$ cat src/rtl/mod_updown_counter.sv
// Modulo-MOD up/down counter with clear, clamped load, saturate/wrap mode,
// terminal count, wrap pulse and saturating wrap counter. Optional enable
// prescaler is built when COUNTER_PRESCALE_EN is defined.
module mod_updown_counter #(
  parameter int WIDTH    = 3,
  parameter int MOD      = 2**WIDTH,
  parameter int WRAP_W   = 4,
  parameter int PRESCALE = 4
) (
  input  logic              clk,
  input  logic              rst_n,
  input  logic              en,
  input  logic              up,
  input  logic              sat,
  input  logic              clr,
  input  logic              load,
  input  logic [WIDTH-1:0]  load_val,
  output logic [WIDTH-1:0]  count,
  output logic              tc,
  output logic              wrap,
  output logic [WRAP_W-1:0] wrap_cnt
);

  if (MOD < 2 || MOD > 2**WIDTH || PRESCALE < 1) begin : g_bad_param
    $fatal(1, "mod_updown_counter: illegal MOD/PRESCALE");
  end

  localparam logic [WIDTH:0]   MAX   = (WIDTH+1)'(MOD - 1);
  localparam logic [WIDTH-1:0] MAX_W = MAX[WIDTH-1:0];

  logic [WIDTH-1:0]  count_q, count_d;
  logic              wrap_q, wrap_d;
  logic [WRAP_W-1:0] wrap_cnt_q, wrap_cnt_d;
  logic              en_eff;

`ifdef COUNTER_PRESCALE_EN
  localparam int             PS_W    = (PRESCALE > 1) ? $clog2(PRESCALE) : 1;
  localparam logic [PS_W-1:0] PS_LAST = PS_W'(PRESCALE - 1);

  logic [PS_W-1:0] div_q, div_d;

  assign en_eff = en && (div_q == PS_LAST);

  always_comb begin
    div_d = div_q;
    if (clr || load)  div_d = '0;
    else if (en)      div_d = en_eff ? '0 : div_q + 1'b1;
  end

  always_ff @(posedge clk) begin
    if (!rst_n) div_q <= '0;
    else        div_q <= div_d;
  end
`else
  assign en_eff = en;
`endif

  logic [WIDTH:0] cnt_x;
  logic           wrap_set;

  always_comb begin
    count_d    = count_q;
    wrap_cnt_d = wrap_cnt_q;
    wrap_set   = 1'b0;
    cnt_x      = {1'b0, count_q};
    if (clr) begin
      count_d    = '0;
      wrap_cnt_d = '0;
    end else if (load) begin
      count_d = ({1'b0, load_val} > MAX) ? MAX_W : load_val;
    end else if (en_eff) begin
      if (up) begin
        if (cnt_x < MAX)  count_d = WIDTH'(cnt_x + 1'b1);
        else if (!sat) begin
          count_d  = '0;
          wrap_set = 1'b1;
        end
      end else begin
        if (cnt_x != '0)  count_d = WIDTH'(cnt_x - 1'b1);
        else if (!sat) begin
          count_d  = MAX_W;
          wrap_set = 1'b1;
        end
      end
    end
    wrap_d = wrap_set;
    // wrap counter sticks at all-ones rather than rolling over
    if (wrap_set && (wrap_cnt_q != '1)) wrap_cnt_d = wrap_cnt_q + 1'b1;
  end

  always_ff @(posedge clk) begin
    if (!rst_n) begin
      count_q    <= '0;
      wrap_q     <= 1'b0;
      wrap_cnt_q <= '0;
    end else begin
      count_q    <= count_d;
      wrap_q     <= wrap_d;
      wrap_cnt_q <= wrap_cnt_d;
    end
  end

  assign count    = count_q;
  assign wrap     = wrap_q;
  assign wrap_cnt = wrap_cnt_q;
  assign tc       = en_eff & (up ? (count_q == MAX_W) : (count_q == '0));

endmodule

$ cat config.mk
export PLATFORM = sky130hd
export DESIGN_NAME = mod_updown_counter
export DESIGN_NICKNAME = d
export VERILOG_FILES = /design/src/rtl/mod_updown_counter.sv
export SDC_FILE = /design/constraint.sdc
export NUM_CORES = 1
export LEC_CHECK = 0
export ABC_AREA = 1
export BUFFER_PORTS_ARGS = -buffer_cell sky130_fd_sc_hd__buf_2
export CAP_MARGIN = 20
export CORE_AREA = 2 2 39 41
export DETAILED_ROUTE_END_ITERATION = 8
export DIE_AREA = 0 0 41 43
export PLACE_DENSITY = 0.79
export SLEW_MARGIN = 0
export SYNTH_ARGS = -nofsm -noshare
export SYNTH_HDL_FRONTEND = slang
export SYNTH_SLANG_ARGS = --single-unit
$ cat constraint.sdc
create_clock -name clk -period 1.8 [get_ports clk]
set_input_delay 0.09 -clock clk [delete_from_list [all_inputs] [get_ports clk]]
set_output_delay 0.09 -clock clk [all_outputs]
set_load 0.05 [all_outputs]
== Word-level counts from Yosys, hierarchy flattened ==
Index checks and enable logic that the tools add are counted.

* Add/subtract/negate cells: 3
* Multipliers: 0
* Div/mod/pow operators: 0
* Magnitude comparators: 1
* Eq/ne operators: 4
* Shift-type cells: 0
* Muxes and demuxes: 17
* Bitwise operators: 2
* Reductions and logical operators: 7

{| class="wikitable"
|+ Operator list
! kind !! count
|-
| $mux 3 || 7
|-
| $mux 1 || 8
|-
| $mux 4 || 2
|-
| $ne 4x2->1 const B || 2
|-
| $add 4x1->4 const B || 1
|-
| $ne 4x4->1 const B || 1
|-
| $reduce_bool 2->1 || 2
|-
| $add 3x1->3 const B || 1
|-
| $eq 3x3->1 const B || 1
|-
| $logic_not 3->1 || 1
|-
| $lt 3x3->1 const B || 1
|-
| $reduce_and 3->1 || 1
|-
| $reduce_bool 3->1 || 1
|-
| $sub 3x1->3 const B || 1
|-
| $reduce_or 2->1 || 1
|-
| $and 1x1->1 || 1
|-
| $logic_and 1x1->1 || 1
|-
| $not 1->1 || 1
|}

* Bits in registers: 8
* Latch bits: 0
* Bits in writable memories: 0
* Bits in read-only memories: 0
* Input bits: 10
* Output and inout bits: 9
* Logic and storage cells: 37
* Memories kept: 0

== Longest topological paths before layout ==
Gate-level depths: netlist (run 1).

* Word-level depth: 8
* Mapped depth: 10
* Depth with buffers taken out: 10

== Worst setup path after synthesis (run 1) ==
OpenSTA, ideal clock, no wires.

* Kind: register to output
* From: register count_q[1] (netlist: count[1])
* To: output port tc
* Arrival time: 1.868 ns
* Data required time: 1.710 ns
* Slack: -0.158 ns
* Stages on the path, launching flop included: 5
* Cells stage by stage: dfxtp_1 > ha_1 > ha_1 > nand2_1 > a21oi_1

* Cells in the longest elaborated chain, start to end: 3

{| class="wikitable"
|+ RTL lines
! what !! RTL line !! RTL
|-
| from (decl) || 31 || <nowiki>logic [WIDTH-1:0] count_q, count_d;</nowiki>
|-
| from (signal assigned) || 97 || <nowiki>count_q <= count_d;</nowiki>
|-
| $eq 3x3->1 or $logic_not 3->1 (tied branches) || 106 || <nowiki>assign tc = en_eff & (up ? (count_q == MAX_W) : (count_q == '0));</nowiki>
|-
| $mux 1 (*) || 106 ||
|-
| $and 1x1->1 (*) || 106 ||
|-
| to (decl) || 19 || <nowiki>output logic tc,</nowiki>
|}

Every way passes the cells marked *; elsewhere a longest branch is shown, timed or not.

== Final worst setup path (run 1) ==
* From: register count_q[0] (netlist: count[0])
* To: output port tc

The elaborated chain is that of the path after synthesis.

==> impl_metrics.ini, run 1 <==
[drt]
via_count = 652
drtPass1Iterations = 5
avgRoutedWirePerCell_um = 10.5
drt_first_iter_violations = 10
routed_wl_mm = 1.35
drcViolationCount = 0
ant_nets = 0
routed_via_density = 5.05

[timing]
tns_ps = 0
skew_ps = 6.14
rsz0062_at_grt = false
tightest_slew_ps = 275
fin_crit_sh_pct = 91.3
setup_viol = 0
maxSlewHeadroom_pct = 81.6
fin_crit_ps = 1640
fmax_mhz = 609
setup_ws_ps = 157
hold_viol_final = 0
drv_slew = 0

[power]
power.density_mw_per_mm2 = 589
peakVddDrop_uv = 360
p_sw_uw = 142
switching_share_pct = 32.6
clock_power_share_pct = 30.7
p_leak_nw = 0.388
power_frac_comb_pct = 25.9
p_int_uw = 294
seq_power_share_pct = 43.5

[synthesis]
synth_nets = 107
netlist.area_leader.share_pct = 26.5
yosysMostFrequentCell = nand2_1
yosysWarnings = 0
synth-seq-cells = 8
ys_seq_area_share_pct = 26.5
ys_types = 19
synth_edf_count = 0
postSynthCellCount = 92
synth-async-reset-ratio_pct = 0
synthTopCellsByArea = dfxtp_1 (27%), nand2_1 (13%), ha_1 (10%)
yosys-top-cells-count = nand2_1 (21), inv_1 (12), nor2_1 (12)
syn_area_um2 = 604
yosysTopAreaCell = dfxtp_1
ys.flop_type = dfxtp_1
avgSynthCellArea_um2 = 6.57

[placement]
dp_hpwl_mm = 1.09
portBuffers = 18
place_worst_setup_slack_ps = 385
place_congestion = 0.903

[run_status]
status = complete, no violations

[grt]
grt_pass1_wl_mm = 2.17
grtUsageTotal_pct = 17.8
grt_pass1_vias = 586
antenna_found_initial = 0
grt_overflow = 0
grt_max_degree = 9

[clock_tree]
clockBufferDepth = 2
cts_sinks = 8
cts_inserted_buffers = 3
cts_hold_buf = 0
ctsResizeCount = 0
cts.clk_slew.worst_paths_ps = 50
cts_tree = done
cts-root-buf = clkbuf_4
post-cts-setup-buffers = 0
clk_latency_ps = 250
htreeDepth = 1

[job]
max_cap_violations = 0

[finish]
syn_to_final_growth_pct = 22.6
layout.nets = 130
antenna_cells = 0
drive_above_1_share_pct = 26.5

[setup_path]
rrSetupSlack_ps = 380
cpMostUsedCell = inv_1
end_kind = primary output
cpMaxStageDelayCell = dfxtp_1
critical_path.max_stage_delay_ps = 340
required_ps = 1710
crit_chain = inv_1, ha_1, inv_1, nor2_2, nand2_2, a21oi_2, buf_2
arrival_ps = 1550
cp-startpoint = count[0]
crit_end = tc
r2r_cells = 8
cp-start-kind = register
reg2reg_from = count[0]
path_max_fanout = 5
rr_endpoint = count[0]
worstSetupPathType = register to primary output

[die]
fp.dieH_um = 43
coreArea_mm2 = 0.00138
start_util_pct = 43.7
rows = 14
dieWidth_um = 41
dieArea_mm2 = 0.00176
ioPinCount = 19

[hold_path]
hold_class = input pin to register
## cell families (layout without fill, tap and decap cells)
logic type      count (synthesis)  after routing  synth area share (%)
simple gates                   57             57                  47.6
flops                           8              8                  26.5
compound gates                  9              9                  7.45
fa+ha+maj                       5              5                  10.4
buf+inv                        13             34                  8.07
## power by group through the flow
stage / clock network, mW / registers (mW) / logic, mW
CTS: 0.137 / 0.189 / 0.113
global route: 0.150 / 0.191 / 0.125
detailed placement: 0 / 0.193 / 0.112
finish: 0.134 / 0.189 / 0.113
floorplan: 0 / 0.208 / 0.0642
global placement: 0 / 0.192 / 0.111
## critical path: cells and delay by family, from the launching register on
family	cells	cell delay [ps]
AO/OA/AOI/OAI	1	120
flip-flops	1	340
buffers and inverters	3	470
AND/OR/NAND/NOR	2	210
adder cells (fa/ha/maj)	1	170
## layout make-up
cell class / instances / area (um^2)
tap: 16 / 20.0
multi-input combinational: 71 / 399
fill: 148 / 643
inverter: 13 / 48.8
sequential: 8 / 160
clock buffer: 3 / 22.5
timing repair buffer: 18 / 90.1
## through the flow
| step | power [mW] | hold WS [ps] | utilization, % | cells | instance area, um^2 |
|---|---|---|---|---|---|
| detailed placement | 0.305 | 338 | 51.9 | 126 | 718 |
| global placement | 0.303 | 333 | 51.9 | 126 | 718 |
| finish | 0.436 | 70.2 | 53.5 | 129 | 741 |
| floorplan | 0.273 | 216 | - | 92 | 608 |
| global route | 0.466 | 66.3 | 53.5 | 129 | 741 |
| CTS | 0.439 | 70.0 | 53.5 | 129 | 741 |
## layer usage
layer	GRT usage [%]	wire length (um)	share of wire, %
met1	21.5	609	45
met5	0	0	0
met4	6.67	10	0.74
met3	7.85	79	5.8
met2	26.9	654	48
## state kept, by name (all words and copies together), names as in the netlist
name,count
wrap_cnt,4
wrap,1
count,3
## cell usage in the layout (no fill, tap or decap)
master / instances
nand4_1: 6
inv_1: 12
a21oi_1: 7
a21oi_2: 1
nor2_4: 1
nand2_1: 21
ha_1: 5
nand3_2: 1
nand2_2: 1
nor2_2: 1
inv_2: 1
buf_2: 18
dfxtp_1: 8
or2_0: 1
or2_1: 1
nand3_1: 9
o21ai_0: 1
nor2_1: 12
or2_2: 1
nand2_4: 1
clkbuf_4: 3
nand3_4: 1
## worst min path at each step
stage	startpoint	endpoint	slack (ps)	cells past startpoint
after floorplan	rst_n	wrap_cnt[0]	220	2
final	rst_n	wrap_cnt[0]	70	3
after detailed placement	rst_n	wrap_cnt[0]	340	3
after global routing	rst_n	wrap_cnt[0]	70	3
after global placement	rst_n	wrap_cnt[0]	330	3
after CTS	rst_n	wrap_cnt[0]	70	3
(Power assumes the default switching activity.)
==> run 2: changes to the inputs <==
Settings changed: RECOVER_POWER set to 25.
==> run 2 against run 1 <==
  * Sequential share of layout area up 0.15 points
  * Final cell count is the same
  * Worst hold slack got worse by 1.2 ps
  * Fmax grew 0.10%
  * Global-route usage stayed put
  * Critical endpoint unchanged
  * First-iteration DRC count is the same
  * Clock skew increased by 3.3 ps
  * Clock power about the same
  * Power hardly changed
  * Routed wire length fell by 1.8%
  * Design area shrank 0.68%
==> impl_metrics.ini, run 2 (same netlist as run 1, synthesis figures left out) <==
[run_status]
status = complete, no violations

[clock_tree]
post-cts-setup-buffers = 0
ctsResizeCount = 0
clk_latency_ps = 250
clockBufferDepth = 2
cts_inserted_buffers = 3
htreeDepth = 1
cts_hold_buf = 0
cts_tree = done
cts.clk_slew.worst_paths_ps = 60
cts_sinks = 8
cts-root-buf = clkbuf_4

[drt]
drcViolationCount = 0
routed_via_density = 5.15
drtPass1Iterations = 4
routed_wl_mm = 1.33
avgRoutedWirePerCell_um = 10.3
via_count = 664
drt_first_iter_violations = 10
ant_nets = 0

[setup_path]
rrSetupSlack_ps = 370
rr_endpoint = count[2]
worstSetupPathType = register to primary output
path_max_fanout = 5
end_kind = primary output
reg2reg_from = count[0]
arrival_ps = 1550
required_ps = 1710
cp-start-kind = register
r2r_cells = 8

[power]
p_leak_nw = 0.370
power.density_mw_per_mm2 = 592
p_total_uw = 436
peakVddDrop_uv = 355

[finish]
multi_input_area_um2 = 399
antenna_cells = 0
instances_no_fill = 129
drive_above_1_share_pct = 23.0
layout.nets = 130
final_cell_mix = nand2_1 (21), buf_2 (14), inv_1 (12), nor2_1 (12), nand3_1 (9)
final_common_cell = nand2_1
fillers = 150
postLayoutCoreUtil_pct = 53.2
seq_area_um2 = 160
syn_to_final_growth_pct = 21.7
largest_register_ffs = 4

[die]
coreArea_mm2 = 0.00138
start_util_pct = 43.7
dieArea_mm2 = 0.00176
fp.dieH_um = 43
ioPinCount = 19
rows = 14
dieWidth_um = 41

[timing]
setup_viol = 0
tightest_slew_ps = 631
drv_slew = 0
tns_ps = 0
skew_ps = 9.45
rsz0062_at_grt = false
hold_viol_final = 0
timing.hold.ws_ps = 69.1
fin_crit_ps = 1640
fin_crit_sh_pct = 91.2
maxSlewHeadroom_pct = 58.1
fmax_mhz = 609

[hold_path]
hp-start = rst_n
hold_class = input pin to register
hold-path-cell-count = 3
whs_endpoint = wrap_cnt[0]

[placement]
dp.cells = 126
portBuffers = 18
place_congestion = 0.903
dp_hpwl_mm = 1.09

[grt]
grt_max_degree = 9
grt_pass1_wl_mm = 2.17
grt_pass1_vias = 586
antenna_found_initial = 0
grtUsageTotal_pct = 17.8
grt_overflow = 0

[job]
max_cap_violations = 0
## run 2: cell types whose count changed in the layout (fill, tap and decap cells not counted)
cell      before  now
buf_2         18   14
clkbuf_1       0    4
## run 2: worst max-delay path by stage
stage	end	depth (start not counted)	from
3_5_place_dp	count[1]	7	count[0]
2_1_floorplan	count[1]	7	count[0]
4_1_cts	tc	7	count[0]
5_1_grt	tc	7	count[0]
3_3_place_gp	count[2]	8	count[0]
6_report	tc	7	count[0]
## run 2: worst max-delay path, cell delays in order (launching register included)
cell	delay [ps]
dfxtp_1	340
inv_1	140
ha_1	160
inv_1	60
nor2_2	110
nand2_2	100
a21oi_2	120
buf_2	270
## run 2: through the flow
stage	setup slack [ps]	area (um^2)
2_1_floorplan	84.6	608
3_3_place_gp	448	718
3_5_place_dp	385	718
4_1_cts	164	741
5_1_grt	48.1	736
6_report	159	736
## run 2: area by class of cell
class	instances	area share, %
repair buffers	18	11.6
clock buffers	3	3.06
well taps	16	2.72
flip-flops and latches	8	21.8
multi-input cells	71	54.3
inverters	13	6.63
## run 2: layer usage
metal | track usage, % | vias to the layer above | share of wire [%]
li1 | - | 346 | -
met1 | 21.5 | 288 | 43
met2 | 26.9 | 26 | 48
met3 | 7.85 | 4 | 7.7
met4 | 6.67 | 0 | 1.2
met5 | 0 | - | 0
## run 2: power breakdown
group	switching (mW)	internal [mW]
sequential	0.00716	0.182
clock	0.0580	0.0761
combinational	0.0771	0.0352
total	0.142	0.294
==> run 3: changes to the inputs <==
Settings changed: PLACE_DENSITY 0.79 to not set, PLACE_DENSITY_LB_ADDON set to 0.08.
==> run 3 against run 2 <==
  * Core utilization stayed put
  * Clock skew is 4.1 ps lower
  * Count of clock-buffer cells in the layout stayed put
  * Sequential share of layout area stayed put
  * Non-clock buffer count stayed put
  * Routed wire length is 1.1% lower
  * Register-to-register slack hardly changed
  * Sequential power hardly changed
  * Die area stayed put
  * Design area stayed put
  * Highest routed layer unchanged
==> impl_metrics.ini, run 3 (same netlist as run 1, synthesis figures left out) <==
[clock_tree]
htreeDepth = 1
cts.clk_slew.worst_paths_ps = 50
cts_hold_buf = 0
cts_inserted_buffers = 3
clockBufferDepth = 2
cts_tree = done
clk_latency_ps = 250
post-cts-setup-buffers = 0
cts-root-buf = clkbuf_4
cts_sinks = 8
ctsResizeCount = 0

[placement]
dp_hpwl_mm = 1.07
dp.cells = 126
portBuffers = 18
place_congestion = 0.759
place_worst_setup_slack_ps = 368

[setup_path]
required_ps = 1710
arrival_ps = 1520
cpMostUsedCell = inv_1
cp-start-kind = register
end_kind = primary output
critical_path.max_stage_delay_ps = 340
worstSetupPathType = register to primary output
cpMaxStageDelayCell = dfxtp_1
cpLargestDelayFamily = buffers and inverters
path_buf_inv = 3
rrSetupSlack_ps = 360
crit_chain = inv_1, ha_1, inv_1, nor2_2, nand2_2, a21oi_2, buf_2
path_max_fanout = 5

[die]
dieArea_mm2 = 0.00176
start_util_pct = 43.7
dieWidth_um = 41
coreArea_mm2 = 0.00138
ioPinCount = 19
rows = 14
fp.dieH_um = 43

[power]
peakVddDrop_uv = 357
p_leak_nw = 0.371
power.density_mw_per_mm2 = 589

[grt]
grtUsageTotal_pct = 18.9
grt_overflow = 0
grt_max_degree = 9
grt_pass1_vias = 508
grt_pass1_wl_mm = 2.19
antenna_found_initial = 0

[finish]
instances_no_fill = 129
syn_to_final_growth_pct = 21.7
drive_above_1_share_pct = 23.0
layout.nets = 130
final_common_cell = nand2_1
largest_register_ffs = 4
fillers = 143
antenna_cells = 0
final_cell_mix = nand2_1 (21), buf_2 (14), inv_1 (12), nor2_1 (12), nand3_1 (9)

[timing]
setup_viol = 0
tns_ps = 0
timing.hold.ws_ps = 73.1
fmax_mhz = 623
fin_crit_sh_pct = 89.2
drv_slew = 0
hold_viol_final = 0
tightest_slew_ps = 587
maxSlewHeadroom_pct = 61.0
setup_ws_ps = 194
skew_ps = 5.31
rsz0062_at_grt = false
fin_crit_ps = 1610

[hold_path]
hold_class = input pin to register

[drt]
wl_met2_um = 656
met1Wirelength_um = 573
top_layer = met4
drtPass1Iterations = 4
met3_length_um = 52
routed_wl_mm = 1.31
ant_nets = 0
drcViolationCount = 0
avgRoutedWirePerCell_um = 10.2
via_count = 632
drt_first_iter_violations = 7
routed_via_density = 4.90

[run_status]
status = complete, no violations

[job]
max_cap_violations = 0
==> run 3: cell counts in the layout (fill, tap and decap cells not counted) <==
No cell type changed its count.
==> run 3: per-layer routing <==
| metal | global-route usage, % | vias to the layer above |
|---|---|---|
| met1 | 23.1 | 269 |
| met2 | 27.8 | 12 |
| met4 | 12.0 | 0 |
| li1 | - | 346 |
| met5 | 0 | - |
| met3 | 4.71 | 5 |
==> run 3: layout make-up <==
cell class	count	area, um^2	area share [%]
tap	16	20.0	2.72
inverter	13	48.8	6.63
timing repair buffer	18	85.1	11.6
multi-input combinational	71	399	54.3
sequential	8	160	21.8
clock buffer	3	22.5	3.06
==> run 3: final timing paths <==
check                    from     endpoint  depth (start not counted)
setup / recovery     count[0]           tc                          7
hold / removal          rst_n  wrap_cnt[0]                          3
setup reg to reg     count[0]     count[1]                          7
hold reg to reg   wrap_cnt[1]  wrap_cnt[1]                          2
==> run 3: tightest hold or removal path, stage by stage <==
cell	delay (ps)
buf_2	100
nand2_1	50
nor2_1	30
==> run 3: power breakdown <==
group          switching (mW)  leakage, nW  internal, mW
sequential            0.00695       0.0649         0.182
clock                  0.0567       0.0138        0.0760
combinational          0.0765        0.292        0.0351
total                   0.140        0.371         0.293
==> run 3: stage by stage <==
stage / utilization (%) / power, mW / instance area [um^2]
2_1_floorplan: - / 0.273 / 608
3_3_place_gp: 51.9 / 0.305 / 718
4_1_cts: 53.5 / 0.444 / 741
5_1_grt: 53.2 / 0.469 / 736
6_report: 53.2 / 0.434 / 736
3_5_place_dp: 51.9 / 0.306 / 718
